<file path="config.mk">
export PLATFORM = sky130hd
export DESIGN_NAME = tdc_multi_stop_core
export DESIGN_NICKNAME = d
export VERILOG_FILES = /design/src/rtl/tdc_multi_stop_core.sv
export SDC_FILE = /design/constraint.sdc
export NUM_CORES = 1
export LEC_CHECK = 0
export CORE_MARGIN = 5
export CORE_UTILIZATION = 55
export DETAILED_ROUTE_END_ITERATION = 7
export GPL_TIMING_DRIVEN = 0
export PLACE_DENSITY = 0.88
export SLEW_MARGIN = 20
export SYNTH_ARGS = -nofsm -noshare
export SYNTH_HDL_FRONTEND = slang
export SYNTH_SLANG_ARGS = --single-unit
</file>
<file path="constraint.sdc">
create_clock -name clk -period 4.9 [get_ports clk]
set_input_delay 0.98 -clock clk [delete_from_list [all_inputs] [get_ports clk]]
set_output_delay 0.98 -clock clk [all_outputs]
set_load 0.01 [all_outputs]
</file>
<file path="src/rtl/tdc_multi_stop_core.sv">
// Multi-stop TDC core: one START edge opens a window, and each STOP channel
// latches its first rising edge as a coarse tick count plus a fine delay-line
// code. Results are streamed out in channel order over valid/ready.
// Optional build macro: TDC_SEQ_TAG_EN appends an 8-bit measurement sequence
// number above the base result fields.
`timescale 1ns/1ps

module tdc_multi_stop_core #(
    parameter int unsigned NUM_CH      = 4,
    parameter int unsigned COARSE_W    = 29,
    parameter int unsigned FINE_W      = 5,
    parameter int unsigned TIMEOUT_CYC = 1000,
    localparam int unsigned CH_W       = (NUM_CH > 1) ? $clog2(NUM_CH) : 1,
    localparam int unsigned RES_W      = CH_W + 1 + COARSE_W + FINE_W,
`ifdef TDC_SEQ_TAG_EN
    localparam int unsigned OUT_W      = RES_W + 8
`else
    localparam int unsigned OUT_W      = RES_W
`endif
) (
    input  logic                     clk,
    input  logic                     rst,
    input  logic                     arm,
    input  logic                     cont,
    input  logic                     abort,
    input  logic                     start,
    input  logic [NUM_CH-1:0]        stop,
    output logic [NUM_CH-1:0]        fine_sample,
    input  logic [NUM_CH*FINE_W-1:0] fine_code,
    output logic                     res_valid,
    input  logic                     res_ready,
    output logic [OUT_W-1:0]         res_data,
    output logic                     meas_done,
    output logic [2:0]               state_out
);

    localparam logic [2:0] StIdle  = 3'd0;
    localparam logic [2:0] StArmed = 3'd1;
    localparam logic [2:0] StMeas  = 3'd2;
    localparam logic [2:0] StLatch = 3'd3;
    localparam logic [2:0] StDrain = 3'd4;

    localparam logic [COARSE_W-1:0] TimeoutVal = COARSE_W'(TIMEOUT_CYC);
    localparam logic [COARSE_W-1:0] CoarseMax  = {COARSE_W{1'b1}};
    localparam logic [CH_W-1:0]     LastIdx    = CH_W'(NUM_CH - 1);

    logic [2:0]          state_q, state_d;
    logic [COARSE_W-1:0] cnt_q, cnt_d, cnt_inc;
    logic [NUM_CH-1:0]   flags_q, flags_d;
    logic [CH_W-1:0]     idx_q, idx_d;
    logic                done_q, done_d;
    logic                start_d_q;
    logic [NUM_CH-1:0]   stop_d_q;
    logic [NUM_CH-1:0]   pend_q;
    logic [NUM_CH-1:0]   to_q;
    logic [NUM_CH-1:0]   cap;
    logic                timeout_hit;
    logic                start_rise;
    logic [NUM_CH-1:0]   stop_rise;

    logic [COARSE_W-1:0] coarse_q [NUM_CH];
    logic [FINE_W-1:0]   fine_q   [NUM_CH];

`ifdef TDC_SEQ_TAG_EN
    logic [7:0] seq_q;
`endif

    assign start_rise = start & ~start_d_q;
    assign stop_rise  = stop & ~stop_d_q;
    assign cnt_inc    = (cnt_q == CoarseMax) ? cnt_q : cnt_q + COARSE_W'(1);

    // Next-state, capture decode and drain sequencing; abort/rst override all.
    always_comb begin
        state_d     = state_q;
        cnt_d       = cnt_q;
        flags_d     = flags_q;
        idx_d       = idx_q;
        done_d      = 1'b0;
        cap         = '0;
        timeout_hit = 1'b0;
        case (state_q)
            StIdle: begin
                cnt_d   = '0;
                flags_d = '0;
                if (arm) state_d = StArmed;
            end
            StArmed: begin
                cnt_d   = '0;
                flags_d = '0;
                if (start_rise) state_d = StMeas;
            end
            StMeas: begin
                if (cnt_q == TimeoutVal) begin
                    timeout_hit = 1'b1;
                    state_d     = StLatch;
                end else begin
                    cap     = stop_rise & ~flags_q;
                    flags_d = flags_q | cap;
                    cnt_d   = cnt_inc;
                    if (&flags_d) state_d = StLatch;
                end
            end
            StLatch: begin
                // Gives a STOP on the last measuring cycle time to register its fine code.
                state_d = StDrain;
                idx_d   = '0;
            end
            StDrain: begin
                if (res_ready) begin
                    if (idx_q == LastIdx) begin
                        state_d = cont ? StArmed : StIdle;
                        idx_d   = '0;
                        done_d  = 1'b1;
                    end else begin
                        idx_d = idx_q + CH_W'(1);
                    end
                end
            end
            default: state_d = StIdle;
        endcase
        if (abort || rst) begin
            state_d     = StIdle;
            cnt_d       = '0;
            flags_d     = '0;
            idx_d       = '0;
            done_d      = 1'b0;
            cap         = '0;
            timeout_hit = 1'b0;
        end
    end

    // Control state, edge-detect history and timeout marks.
    always_ff @(posedge clk) begin
        if (rst) begin
            state_q   <= StIdle;
            cnt_q     <= '0;
            flags_q   <= '0;
            idx_q     <= '0;
            done_q    <= 1'b0;
            start_d_q <= 1'b0;
            stop_d_q  <= '0;
            pend_q    <= '0;
            to_q      <= '0;
        end else begin
            state_q   <= state_d;
            cnt_q     <= cnt_d;
            flags_q   <= flags_d;
            idx_q     <= idx_d;
            done_q    <= done_d;
            start_d_q <= start;
            stop_d_q  <= stop;
            pend_q    <= cap;
            if (state_q == StIdle || state_q == StArmed) begin
                to_q <= '0;
            end else if (timeout_hit) begin
                to_q <= ~flags_q;
            end
        end
    end

    // Per-channel result storage; fine code is taken one cycle after its sample strobe.
    always_ff @(posedge clk) begin
        if (rst) begin
            for (int c = 0; c < NUM_CH; c++) begin
                coarse_q[c] <= '0;
                fine_q[c]   <= '0;
            end
        end else begin
            for (int c = 0; c < NUM_CH; c++) begin
                if (cap[c]) coarse_q[c] <= cnt_inc;
                if (timeout_hit && !flags_q[c]) begin
                    coarse_q[c] <= TimeoutVal;
                    fine_q[c]   <= '0;
                end else if (pend_q[c]) begin
                    fine_q[c] <= fine_code[c*FINE_W +: FINE_W];
                end
            end
        end
    end

`ifdef TDC_SEQ_TAG_EN
    // Sequence tag advances only on completed measurements.
    always_ff @(posedge clk) begin
        if (rst) begin
            seq_q <= '0;
        end else if (done_d) begin
            seq_q <= seq_q + 8'd1;
        end
    end
`endif

    // Result word for the channel currently offered; zero when nothing is valid.
    always_comb begin
        res_data = '0;
        if (state_q == StDrain) begin
            res_data[RES_W-1:0] = {idx_q, to_q[idx_q], coarse_q[idx_q], fine_q[idx_q]};
`ifdef TDC_SEQ_TAG_EN
            res_data[OUT_W-1:RES_W] = seq_q;
`endif
        end
    end

    assign fine_sample = cap;
    assign res_valid   = (state_q == StDrain);
    assign meas_done   = done_q;
    assign state_out   = state_q;

endmodule

</file>
* Word level (Yosys, flattened, before mapping)
Memories as Yosys holds them, arrays and structs flattened. A register that Yosys moved wholly into a read port is not among the register bits.
Index checks and enable logic that the tools add are counted.
** Word-level totals
- Flip-flop bits (word level) :: 52
- RAM bits :: 136
- Bits of input ports :: 31
- Output and inout port bits :: 46
- Memories kept :: 2
** Cells by class
- Add/subtract/negate cells :: 2
- Order comparisons :: 1
- Equality and inequality tests :: 13
- Muxes and demuxes :: 88
- Bitwise gates (word level) :: 25
- Reduce and logical (&&, ||, !) cells :: 21
** Memory list
- coarse_q :: words 4, width 29, read ports 1, clocked after memory_dff 1, wr ports 4, RTL line 61 : logic [COARSE_W-1:0] coarse_q [NUM_CH];
- fine_q :: words 4, width 5, read ports 1, clocked after memory_dff 1, wr ports 4, RTL line 62 : logic [FINE_W-1:0] fine_q [NUM_CH];
** Operator list (count)
- $mux 29 :: 10
- $pmux 29 s2 :: 1
- $mux 1 :: 48
- $mux 5 :: 8
- $mux 37 :: 1
- $add 29x1->29 const B :: 1
- $eq 29x10->1 const B :: 1
- $eq 29x29->1 const B :: 1
- $mux 3 :: 6
- $mux 4 :: 4
- $or 1x1->1 :: 16
- $pmux 3 s5 :: 1
- $mux 2 :: 6
- $and 4x4->4 :: 2
- $not 4->4 :: 2
- $pmux 4 s2 :: 1
- $eq 3x2->1 const B :: 2
- $ne 2x2->1 const B :: 3
- $reduce_or 2->1 :: 3
- $reduce_and 5->1 :: 1
- $logic_and 1x1->1 :: 4
- $logic_not 1->1 :: 4
- $ne 2x1->1 const B :: 2
- $or 4x4->4 :: 1
- 16 further kinds :: 21

* Longest topological paths before layout
Gate-level depths: netlist of run 1.
- Word-level depth :: 11
- Gate-level depth with buffers :: 10
- Gate-level depth less buffers :: 8

* Worst setup path before layout of run 1
OpenSTA, ideal clock, no wires.
- Path type :: input port to flip-flop
- From :: in abort
- To :: mem coarse_q[0][0], enable pin
- Library setup time :: 392 ps
- Data arrival time :: 3106 ps
- Data required time :: 4508 ps
- Path slack :: 1402 ps
- Stages :: 8
- Buffers on the path :: 3
- Cell sequence :: or2_2 > clkbuf_1 > nor2_1 > o21ai_1 > or3_1 > clkbuf_1 > clkbuf_1 > nand3b_1
** RTL lines
- start: declaration :: RTL line 25 : input logic abort,
- end: declaration :: RTL line 61

* Worst setup path in the final report of run 1
- From :: in abort
- To :: out fine_sample[2]
** On the way
- Word-level cells in the longest chain between the ends :: 2
** RTL lines
- $logic_or 1x1->1 :: RTL line 121 : if (abort || rst) begin
- $mux 4 :: RTL line 121
- end: declaration :: RTL line 28 : output logic [NUM_CH-1:0] fine_sample,
No other way between the ends.

==> impl_metrics.py, run 1 <==
metrics = {
    "status": {
        "status": "complete, no violations",
    },
    "route": {
        "drc_errors": 0,
        "num_vias": 6739,
        "drt-vias-per-instance": 6.171,
        "firstDrtPassIters": 6,
        "ant_nets": 0,
        "wire_per_inst_um": 21.08,
        "dr.first_iter.drc_count": 712,
        "wl_um": 23020,
    },
    "job": {
        "max_cap_viol_count": 0,
    },
    "setup_path": {
        "slowest_delay_ps": 530,
        "crit_slowest_cell": "clkdlybuf4s50_1",
        "cp_max_fo": 10,
        "required_ps": 3920,
        "cp_data_arrival_time_ps": 3630,
        "path_class": "primary input to primary output",
        "crit_chain": "clkdlybuf4s50_1 > or2_2 > clkbuf_1 > nor2_1 > o21ai_2 > or3_1 > clkbuf_1 > buf_2 > inv_1 > clkdlybuf4s50_1",
        "cp-start-kind": "primary input",
        "end_kind": "primary output",
    },
    "clock_network": {
        "cts_made_buffers": 17,
        "h-tree-depth": 4,
        "cts-hold-fix-buffers": 0,
        "worstSkewPairLatency_ps": 450,
        "cts_tree": "yes",
        "cts_sinks": 190,
        "clk_pin_slew_ps": 60,
        "clk_path_buf_depth": 2,
        "cts-root-buf": "clkbuf_16",
    },
    "floorplan": {
        "rows": 46,
        "core_area_sq_um": 15890,
        "start_util_pct": 56.08,
        "die_area_sq_um": 18840,
        "die_w_um": 137.3,
        "pin_count": 77,
        "fp.dieH_um": 137.3,
    },
    "timing": {
        "worst_pin_slew_ps": 976.6,
        "period_share_pct": 94.11,
        "skew_ps": 9.300,
        "rsz0062_at_grt": "false",
        "slew_viol_final": 0,
        "hold_violations": 0,
        "maxSlewHeadroom_pct": 34.34,
        "setup_viol": 0,
        "timing.fmax_ghz": 0.2169,
        "final.min_clock_period_ps": 4611,
    },
    "logic_synthesis": {
        "ys_seq_area_share_pct": 57.98,
        "postSynthAreaPerCell_sq_um": 11.63,
        "synth_fp_nets": 800,
        "synth_ff_type": "edfxtp_1",
        "synth-edff-count": 136,
        "yosys_warnings": 0,
        "ys_types": 52,
        "ys_async_sr_fraction_pct": 0,
        "netlist_instances": 766,
        "synth.cell_area_sq_um": 8909,
        "ys_ff_latch": 190,
    },
    "finish": {
        "final_cells": 1092,
        "area_delta_synth_final_pct": 18.89,
        "drive_gt1_share_pct": 11.64,
        "utilization_pct": 66.67,
        "diodes": 0,
        "layout.nets": 897,
    },
    "placement": {
        "dp.cells": 1064,
        "dp_hpwl_um": 16140,
        "gp_congestion": 0.8957,
        "io_buffers": 76,
    },
    "global_route": {
        "grt_pass1_wl_um": 35590,
        "grt_max_degree": 30,
        "antenna_found_initial": 0,
        "grt-ovfl-total": 0,
        "grtUsageTotal_pct": 25.50,
        "grt_pass1_vias": 6425,
    },
    "power_and_ir_drop": {
        "power_density_nw_per_um2": 307.1,
        "static-leakage-power_uw": 0.003725,
        "max-vdd-ir-drop_v": 0.0002921,
    },
    "min_path": {
        "hp-class": "flop to flop",
    },
}
kinds of logic after synthesis:
family | Yosys count | synth area share [%]
compound gates | 105 | 6.784
fa+ha+maj | 3 | 0.4214
xor+xnor | 23 | 2.261
mux | 39 | 9.326
flops | 190 | 57.98
buf+inv | 80 | 3.511
simple gates | 326 | 19.72
report_power, final:
group / total, uW / switching (uW) / internal, uW
Clock: 1370 / 604 / 765
Combinational: 108 / 55.6 / 52.2
Sequential: 1780 / 15.5 / 1760
Total: 3250 / 675 / 2580
state kept, by name, summed over array words and instances (netlist names), named ones only:
signal	cells
pend_q	4
fine_q	20
idx_q	2
to_q	4
meas_done	1
flags_q	4
coarse_q	116
stop_d_q	4
start_d_q	1
state_out	3
cnt_q	29
per-stage QoR:
| stage | area (sq um) | total power [uW] | hold slack [ps] | setup slack [ps] | TNS (ps) |
|---|---|---|---|---|---|
| CTS | 10600 | 3248 | 460.7 | 32.11 | 0 |
| floorplan | 8909 | 1855 | 433.1 | 1402 | 0 |
| finish | 10590 | 3252 | 459.8 | 288.6 | 0 |
| detailed placement | 10020 | 1916 | 450.9 | -156.6 | -349.0 |
| global route | 10590 | 3333 | 489.3 | 122.8 | 0 |
| global placement | 9940 | 1905 | 439.6 | -255.6 | -21140 |
placed cells by master (no fill, tap or decap), types with 9 or more instances in the layout:
| cell | count |
|---|---|
| a21oi_1 | 25 |
| and3_1 | 42 |
| and4b_1 | 20 |
| clkbuf_1 | 48 |
| clkbuf_16 | 17 |
| clkdlybuf4s50_1 | 75 |
| dfxtp_1 | 54 |
| edfxtp_1 | 136 |
| inv_1 | 17 |
| mux4_2 | 35 |
| nand2_1 | 39 |
| nand3_1 | 12 |
| nand4_1 | 10 |
| nor2_1 | 122 |
| nor2b_1 | 9 |
| nor3_1 | 13 |
| nor4_1 | 9 |
| o21ai_0 | 46 |
| or3_1 | 9 |
| xnor2_1 | 16 |
final cells by class:
class	instances	area, sq um
clock inverters	13	140.1
fillers	1107	5294
clock buffers	19	442.9
plain buffers	59	235.2
inverters	17	63.81
well taps	216	270.3
multi-input cells	496	3436
flip-flops and latches	190	5165
repair buffers	82	838.3
path summary, 6_finish.rpt:
| check | endpoint | slack, ps | startpoint | depth (start not counted) |
|---|---|---|---|---|
| max reg2reg | coarse_q[1][19] | 1290 | cnt_q[21] | 8 |
| min | to_q[3] | 460 | to_q[3] | 2 |
| max | fine_sample[2] | 290 | abort | 10 |
| min reg2reg | to_q[3] | 460 | to_q[3] | 2 |
per-layer routing:
layer / GRT usage [%] / part of all wire, %
met2: 42.70 / 51
met1: 32.61 / 38
met5: 0 / 0
met3: 5.698 / 8.8
met4: 9.701 / 3.0
Yosys cell counts (all sizes together) (5+ instances only):
| cell | n | area [sq um] |
|---|---|---|
| nand2 | 39 | 146.4 |
| nor2b | 9 | 56.30 |
| nand4 | 12 | 87.58 |
| a31oi | 6 | 37.54 |
| or3b | 5 | 43.79 |
| dfxtp | 54 | 1081 |
| o21ai | 47 | 235.2 |
| nor4 | 11 | 81.32 |
| xor2 | 7 | 61.31 |
| and4b | 20 | 200.2 |
| clkbuf | 52 | 195.2 |
| edfxtp | 136 | 4084 |
| nand2b | 7 | 43.79 |
| xnor2 | 16 | 140.1 |
| and3 | 42 | 262.8 |
| nor2 | 122 | 457.9 |
| inv | 17 | 63.81 |
| a22oi | 6 | 45.04 |
| or3 | 12 | 85.08 |
| o22ai | 5 | 31.28 |
| nand3 | 12 | 60.06 |
| nor3 | 13 | 65.06 |
| mux4 | 35 | 788.3 |
| buf | 11 | 53.80 |
| a21o | 6 | 45.04 |
| or2 | 7 | 43.79 |
| a21oi | 25 | 125.1 |
critical path: cells and delay by family:
| kind | cells | cell delay (ps) |
|---|---|---|
| AO/OA/AOI/OAI | 1 | 170 |
| buffers and inverters | 6 | 1600 |
| AND/OR/NAND/NOR | 3 | 890 |
what timing repair did:
action,4_1_cts,5_1_grt
cloned,0,0
pin swaps,0,0
buffers inserted,0,0
setup endpoints to repair,3,3
gates resized for setup,2,2
Note: power is estimated with default switching activity, not from simulation.
==> run 2, diff against run 1 <==
--- a/config.mk
+++ b/config.mk
@@ -5,6 +5,7 @@
 export SDC_FILE = /design/constraint.sdc
 export NUM_CORES = 1
 export LEC_CHECK = 0
+export CORE_ASPECT_RATIO = 1.5
 export CORE_MARGIN = 5
 export CORE_UTILIZATION = 55
 export DETAILED_ROUTE_END_ITERATION = 7
==> run 2 against run 1 <==
Against the previous run: register-to-register slack got worse by 100 ps; global-route usage up 0.95 points; combinational power grew 5%; largest cell class unchanged; fmax fell by 3.4%.
==> impl_metrics.py, run 2 (synthesized netlist as in run 1, its figures left out) <==
metrics = {
    "global_route": {
        "grtUsageTotal_pct": 26.45,
        "grt_max_degree": 30,
        "antenna_found_initial": 0,
        "grt_pass1_wl_um": 38200,
        "grt_pass1_vias": 7000,
        "grt-ovfl-total": 0,
    },
    "clock_network": {
        "cts_tree": "yes",
        "cts-root-buf": "clkbuf_16",
        "cts_made_buffers": 17,
        "cts_sinks": 190,
        "h-tree-depth": 4,
        "clk_pin_slew_ps": 70,
        "clk_path_buf_depth": 2,
        "worstSkewPairLatency_ps": 430,
        "post_cts_buffers": 0,
    },
    "floorplan": {
        "die_area_sq_um": 18900,
        "pin_count": 77,
        "start_util_pct": 55.52,
        "fp.dieH_um": 165.9,
        "core_area_sq_um": 16050,
        "die_w_um": 113.9,
        "rows": 57,
    },
    "setup_path": {
        "r2r_cells": 10,
        "crit_chain": "clkdlybuf4s50_1 > or2_2 > clkbuf_1 > nor2_2 > o21ai_2 > or3_1 > clkbuf_1 > clkbuf_4 > inv_1 > clkdlybuf4s50_1",
        "cp_data_arrival_time_ps": 3790,
        "required_ps": 3920,
        "end_kind": "primary output",
        "cp-start-kind": "primary input",
        "slowest_delay_ps": 560,
        "path_class": "primary input to primary output",
        "crit_slowest_cell": "clkdlybuf4s50_1",
        "cp_max_fo": 10,
    },
    "route": {
        "wire_per_inst_um": 22.57,
        "num_vias": 6971,
        "dr.first_iter.drc_count": 839,
        "ant_nets": 0,
        "drt-vias-per-instance": 6.413,
        "drc_errors": 0,
        "wl_um": 24540,
        "firstDrtPassIters": 6,
    },
    "placement": {
        "gp_congestion": 0.9808,
        "io_buffers": 76,
        "pre_cts_ws_ps": -77.84,
        "dp_hpwl_um": 16660,
        "dp.cells": 1055,
    },
    "finish": {
        "top_register": "coarse_q",
        "drive_gt1_share_pct": 11.92,
        "diodes": 0,
        "final_cell_mix": "edfxtp_1 (136), nor2_1 (121), clkdlybuf4s50_1 (76), dfxtp_1 (54), clkbuf_1 (49)",
        "area_delta_synth_final_pct": 19.17,
        "largest_register_ffs": 116,
        "layout.nets": 902,
        "reg.largest.list": "coarse_q: 116 flops, cnt_q: 29 flops, fine_q: 20 flops",
        "final_common_cell": "edfxtp_1",
        "final_cells": 1087,
    },
    "power_and_ir_drop": {
        "max-vdd-ir-drop_v": 0.0002229,
        "static-leakage-power_uw": 0.003737,
        "power_density_nw_per_um2": 305.2,
    },
    "timing": {
        "setup_viol": 0,
        "timing.fmax_ghz": 0.2095,
        "rsz0062_at_grt": "false",
        "skew_ps": 9.505,
        "worst_pin_slew_ps": 1112,
        "slew_viol_final": 0,
        "period_share_pct": 97.43,
        "setup_tns_ps": 0,
        "final.min_clock_period_ps": 4774,
        "hold_violations": 0,
        "maxSlewHeadroom_pct": 25.22,
        "setup_ws_ps": 126.0,
    },
    "status": {
        "status": "complete, no violations",
    },
    "job": {
        "max_cap_viol_count": 0,
    },
    "min_path": {
        "hold_path_depth": 2,
        "hp-class": "flop to flop",
    },
}
[run 2: cell count changes in the layout (fill, tap and decap cells not counted), moves of 2 or more]
| cell | delta |
|---|---|
| inv_8 | +4 |
| buf_8 | +2 |
| clkinv_2 | -3 |
| clkinv_8 | +3 |
| bufinv_16 | -2 |
| clkinv_1 | +2 |
| clkinvlp_4 | -2 |
| clkbuf_4 | +3 |
[run 2: layout make-up]
class	instances	area, sq um
fillers	1106	5430
well taps	206	257.7
multi-input cells	496	3438
inverters	17	63.81
repair buffers	83	854.6
clock inverters	15	151.4
plain buffers	63	260.3
clock buffers	17	425.4
flip-flops and latches	190	5165
[run 2: what timing repair did]
action                                 CTS  global route
cloned                                   0             0
setup endpoints to repair                3             3
endpoints found under the hold margin    0             0
hold buffers                             0             0
gates resized for setup                  6             2
[run 2: worst paths after layout]
kind / start / to / slack (ps)
max: rst / fine_sample[1] / 130
max reg2reg: cnt_q[21] / coarse_q[0][5] / 1190
min reg2reg: to_q[3] / to_q[3] / 470
min: to_q[3] / to_q[3] / 470
[run 2: routing by layer]
| metal | GRT usage (%) | up-vias | part of all wire [%] |
|---|---|---|---|
| met5 | 0 | - | 0 |
| met4 | 15.35 | 0 | 6.0 |
| met3 | 4.083 | 100 | 8.1 |
| met2 | 46.06 | 477 | 53 |
| met1 | 30.48 | 3362 | 33 |
| li1 | - | 3032 | - |
[run 2: per-stage QoR]
step	power, uW	hold WS (ps)	cell area [sq um]	util (%)
floorplan	1855	433.1	8909	-
global placement	1907	438.6	9927	61.86
detailed placement	1920	448.1	10020	62.46
CTS	3231	458.0	10610	66.12
global route	3309	471.5	10620	66.16
finish	3240	465.3	10620	66.16
[run 2: worst max-delay path: cells and delay by family]
family | cells | cell delay (ps)
AO/OA/AOI/OAI | 1 | 130
AND/OR/NAND/NOR | 3 | 880
buffers and inverters | 6 | 1790
[run 2: where the power goes]
part           leakage (uW)  internal (uW)  total (uW)  switching (uW)
clock              0.000276            679        1350             674
combinational       0.00164           53.8         113            58.8
sequential          0.00182           1760        1770            16.2
total               0.00374           2490        3240             749
